--- config.mk ---
export PLATFORM = sky130hd
export DESIGN_NAME = alu_control
export DESIGN_NICKNAME = d
export VERILOG_FILES = /design/src/rtl/alu_ctrl_pkg.sv /design/src/rtl/alu_ctrl_decode.sv /design/src/rtl/alu_control.sv
export SDC_FILE = /design/constraint.sdc
export NUM_CORES = 1
export LEC_CHECK = 0
export ABC_AREA = 1
export BUFFER_PORTS_ARGS = -buffer_cell sky130_fd_sc_hd__buf_2
export CAP_MARGIN = 20
export CORE_AREA = 3 3 40 42
export CTS_CLUSTER_SIZE = 10
export DETAILED_ROUTE_END_ITERATION = 12
export DIE_AREA = 0 0 43 45
export PLACE_DENSITY = 0.58
export SLEW_MARGIN = 0
export SYNTH_ARGS = -nofsm -noshare
export SYNTH_HDL_FRONTEND = slang
export SYNTH_SLANG_ARGS = --single-unit
--- constraint.sdc ---
create_clock -name clk -period 1 [get_ports clk]
set_input_delay 0.2 -clock clk [delete_from_list [all_inputs] [get_ports clk]]
set_output_delay 0.2 -clock clk [all_outputs]
set_load 0.02 [all_outputs]
--- src/rtl/alu_ctrl_pkg.sv ---
// Shared encodings for the ALU control decoder: ALUOp classes, ALU op codes, funct7 forms.
package alu_ctrl_pkg;

    localparam logic [1:0] ALUOP_R   = 2'b00;
    localparam logic [1:0] ALUOP_I   = 2'b01;
    localparam logic [1:0] ALUOP_MEM = 2'b10;
    localparam logic [1:0] ALUOP_BR  = 2'b11;

    typedef enum logic [3:0] {
        ALU_ADD  = 4'b0000,
        ALU_SUB  = 4'b0001,
        ALU_AND  = 4'b0010,
        ALU_OR   = 4'b0011,
        ALU_XOR  = 4'b0100,
        ALU_SLL  = 4'b0101,
        ALU_SRL  = 4'b0110,
        ALU_SRA  = 4'b0111,
        ALU_SLT  = 4'b1000,
        ALU_SLTU = 4'b1001
    } alu_op_e;

    localparam logic [6:0] F7_NORM = 7'h10;
    localparam logic [6:0] F7_ALT  = 7'h30;
    localparam logic [6:0] F7_U    = 7'h01;

    function automatic logic is_known_f7(input logic [6:0] f7);
        return (f7 == F7_NORM) || (f7 == F7_ALT) || (f7 == F7_U);
    endfunction

endpackage

--- src/rtl/alu_ctrl_decode.sv ---
// Combinational decode of ALUOp/funct3/funct7 into an ALU op code and an illegal flag.
// The illegal flag is only computed when ALU_CTRL_ILLEGAL_EN is defined; otherwise it is tied to 0.
module alu_ctrl_decode
    import alu_ctrl_pkg::*;
(
    input  logic [1:0] i_alu_op,
    input  logic [2:0] i_funct3,
    input  logic [6:0] i_funct7,
    output alu_op_e    o_op,
    output logic       o_illegal
);

    always_comb begin
        o_op = ALU_ADD;
        case (i_alu_op)
            ALUOP_R: begin
                // Custom R-type map; alternate forms are selected by single funct7 bits.
                case (i_funct3)
                    3'd0: o_op = ALU_AND;
                    3'd1: o_op = i_funct7[5] ? ALU_SUB : ALU_ADD;
                    3'd2: o_op = ALU_SLL;
                    3'd3: o_op = ALU_ADD;
                    3'd4: o_op = i_funct7[0] ? ALU_SLTU : ALU_SLT;
                    3'd5: o_op = ALU_XOR;
                    3'd6: o_op = i_funct7[5] ? ALU_SRA : ALU_SRL;
                    default: o_op = ALU_OR;
                endcase
            end
            ALUOP_I: begin
                case (i_funct3)
                    3'd0: o_op = ALU_ADD;
                    3'd1: o_op = ALU_SLL;
                    3'd2: o_op = ALU_SLT;
                    3'd3: o_op = ALU_SLTU;
                    3'd4: o_op = ALU_XOR;
                    3'd5: o_op = i_funct7[5] ? ALU_SRA : ALU_SRL;
                    3'd6: o_op = ALU_OR;
                    default: o_op = ALU_AND;
                endcase
            end
            ALUOP_MEM: o_op = ALU_ADD;
            default:   o_op = ALU_SUB;
        endcase
    end

`ifdef ALU_CTRL_ILLEGAL_EN
    logic w_r_illegal;
    assign w_r_illegal = (i_funct3 == 3'd3)
                       || !is_known_f7(i_funct7)
                       || (i_funct7[5] && (i_funct3 != 3'd1) && (i_funct3 != 3'd6));
    assign o_illegal = (i_alu_op == ALUOP_R) && w_r_illegal;
`else
    logic w_unused_f7;
    assign w_unused_f7 = ^{i_funct7[6], i_funct7[4:1]};
    assign o_illegal   = 1'b0;
`endif

endmodule

--- src/rtl/alu_control.sv ---
// ALU control: registered decode of ALUOp/funct fields with a one-cycle valid pipe.
// illegal is live only when ALU_CTRL_ILLEGAL_EN is defined; otherwise it stays 0.
module alu_control
    import alu_ctrl_pkg::*;
(
    input  logic       clk,
    input  logic       rst,
    input  logic       in_valid,
    input  logic [1:0] ALUOp,
    input  logic [2:0] funct3,
    input  logic [6:0] funct7,
    output logic [3:0] alu_ctrl,
    output logic       out_valid,
    output logic       illegal
);

    alu_op_e w_op;
    logic    w_illegal;

    alu_ctrl_decode u_decode (
        .i_alu_op  (ALUOp),
        .i_funct3  (funct3),
        .i_funct7  (funct7),
        .o_op      (w_op),
        .o_illegal (w_illegal)
    );

    logic [3:0] r_alu_ctrl;
    logic       r_out_valid;
    logic       r_illegal;

    // Decode runs regardless of in_valid; the valid bit just rides alongside.
    always_ff @(posedge clk) begin
        if (rst) begin
            r_alu_ctrl  <= ALU_ADD;
            r_out_valid <= 1'b0;
            r_illegal   <= 1'b0;
        end else begin
            r_alu_ctrl  <= w_op;
            r_out_valid <= in_valid;
            r_illegal   <= w_illegal;
        end
    end

    assign alu_ctrl  = r_alu_ctrl;
    assign out_valid = r_out_valid;
    assign illegal   = r_illegal;

endmodule

==> impl_metrics.toml <==
[status]
status = "complete, no violations"

[clock_tree]
cts_tree = "done"
cts_hold_buf = 0
clk_path_buf_depth = 2
ctsResizeCount = 0
cts.clk_slew.worst_paths_ns = 0.04
cts.htree.levels = 1
cts_made_buffers = 3
cts_root_buffer = "clkbuf_4"
post-cts-setup-buffer-count = 0
cts.sinks = 5

[die]
placementRows = 13
die-area_um2 = 1940
ioPinCount = 21
die_x_um = 43
die_y_um = 45
initial_core_util_pct = 23.3
core-area_um2 = 1280

[routing]
wl_um = 621
drt-initial-drc-count = 3
vias_per_cell = 4.00
ant_nets = 0
drcViolationCount = 0
vias = 320
wire_per_inst_um = 7.76
first_pass_iters = 2

[placed_design]
place_ws_ns = 0.109
io_buffer_count = 14
gp_congestion = 0.737

[pwr]
leakage_uw = 0.000231
power_density_nw_per_um2 = 1370
vdd_ir_drop_max_mv = 0.256

[grt]
busiest_layer = "met2"
gr-total-overflow = 0
met3_usage_pct = 2.79
grt_pass1_vias = 271
grt_max_degree = 10
track_usage_pct = 8.00
grt_pass1_wl_um = 1120
antenna_found_initial = 0
use_met1_pct = 9.90
use_met2_pct = 10.8

[cells_and_area]
syn2layout_area_growth_pct = 33.5
final_nets = 81
drive_gt1_share_pct = 32.3
diodes = 0

[flow_run]
drv_cap = 0

[timing]
rsz0062_at_grt = "no"
min_period_over_period_pct = 89.3
max_freq_mhz = 1120
slew_viol_final = 0
finalSetupTns_ns = 0
setup_ws_ns = 0.107
finalCriticalPeriod_ns = 0.893
setup_viol = 0
hold_viol_final = 0

[worst_setup_path]
path_cells = "buf_2"
critPathLaunchType = "flop"
crit_required_ns = 0.80
worstSetupPathType = "reg2out"
crit_family = "flip-flops"
critical_path.max_stage_delay_ns = 0.30
cp_max_fo = 1
path_buf_inv = 1
cp_slowest_cell = "dfxtp_1"
arrival_ns = 0.69
end_kind = "primary output"

[logic_synthesis]
yosysTopAreaCellShare_pct = 33.5
yosysTopAreaCell = "dfxtp_1"
netlist-cell-type-count = 14
ys_top_cells_by_area = "dfxtp_1 33%, nand2_1 18%, inv_1 8.8%"
syn_area_per_cell_um2 = 6.10
netlist_area_um2 = 299
ys_ff_latch = 5
ys_seq_area_share_pct = 33.5
synth-edff-count = 0
synth_most_common_cell = "nand2_1"
synth_common_cells = "14 x nand2_1, 7 x inv_1, 6 x nor2_1"
ys_warn_count = 0
synthFlopType = "dfxtp_1"
ys_async_sr_fraction_pct = 0
syn_nets = 64
synthCells = 49

[min_path]
min_path_type = "in2reg"
[placed cells by master (no fill, tap or decap), drive strengths merged]
| cell | Yosys | routed |
|---|---|---|
| nand2 | 15 | 15 |
| clkbuf | 0 | 4 |
| o21ai | 2 | 2 |
| inv | 8 | 8 |
| nor2 | 7 | 7 |
| dfxtp | 5 | 5 |
| conb | 1 | 1 |
| nand3 | 5 | 5 |
| a21oi | 3 | 3 |
| buf | 2 | 14 |
| a32oi | 1 | 1 |
[where the power goes]
part / internal, µW / total, µW / switching (µW)
registers: 210 / 212 / 1.75
logic: 40.2 / 110 / 69.3
clock network: 150 / 224 / 74.1
total: 401 / 546 / 145
[final cells by class]
class / instances / area (µm²)
sequential: 5 / 100
clock buffer: 4 / 26.3
timing repair buffer: 14 / 70.1
multi-input combinational: 34 / 154
fill: 152 / 886
inverter: 8 / 30.0
tap: 15 / 18.8
[metrics by stage]
stage	hold WS [ns]	area (µm²)	util [%]	power (µW)	cells
after floorplan	0.262	299	-	288	49
after global placement	0.406	373	29.0	324	76
after detailed placement	0.407	373	29.0	324	76
after CTS	0.157	399	31.1	559	80
after global routing	0.171	399	31.1	595	80
final	0.163	399	31.1	546	80
[sequential cells by signal, indices dropped and copies added (netlist names)]
| name | flops |
|---|---|
| alu_ctrl | 4 |
| out_valid | 1 |
[metal layers]
layer | share of wire (%) | vias to the layer above
li1 | - | 180
met2 | 39 | 14
met3 | 12 | 0
met1 | 48 | 126
met4 | 0 | 0
met5 | 0 | -
[worst paths after layout]
check  slack (ns)  depth (start not counted)          end         from
min          0.16                          3    out_valid     in_valid
max          0.11                          1  alu_ctrl[3]  alu_ctrl[3]
[cells by family after synthesis]
kind of cell           count (synthesis)  synth area share [%]
AND/OR/NAND/NOR                       27                  37.7
buffers and inverters                 10                  15.1
AO/OA/AOI/OAI                          6                  12.6
flip-flops                             5                  33.5
other                                  1                  1.25
Note: power is estimated with default switching activity, not from simulation.
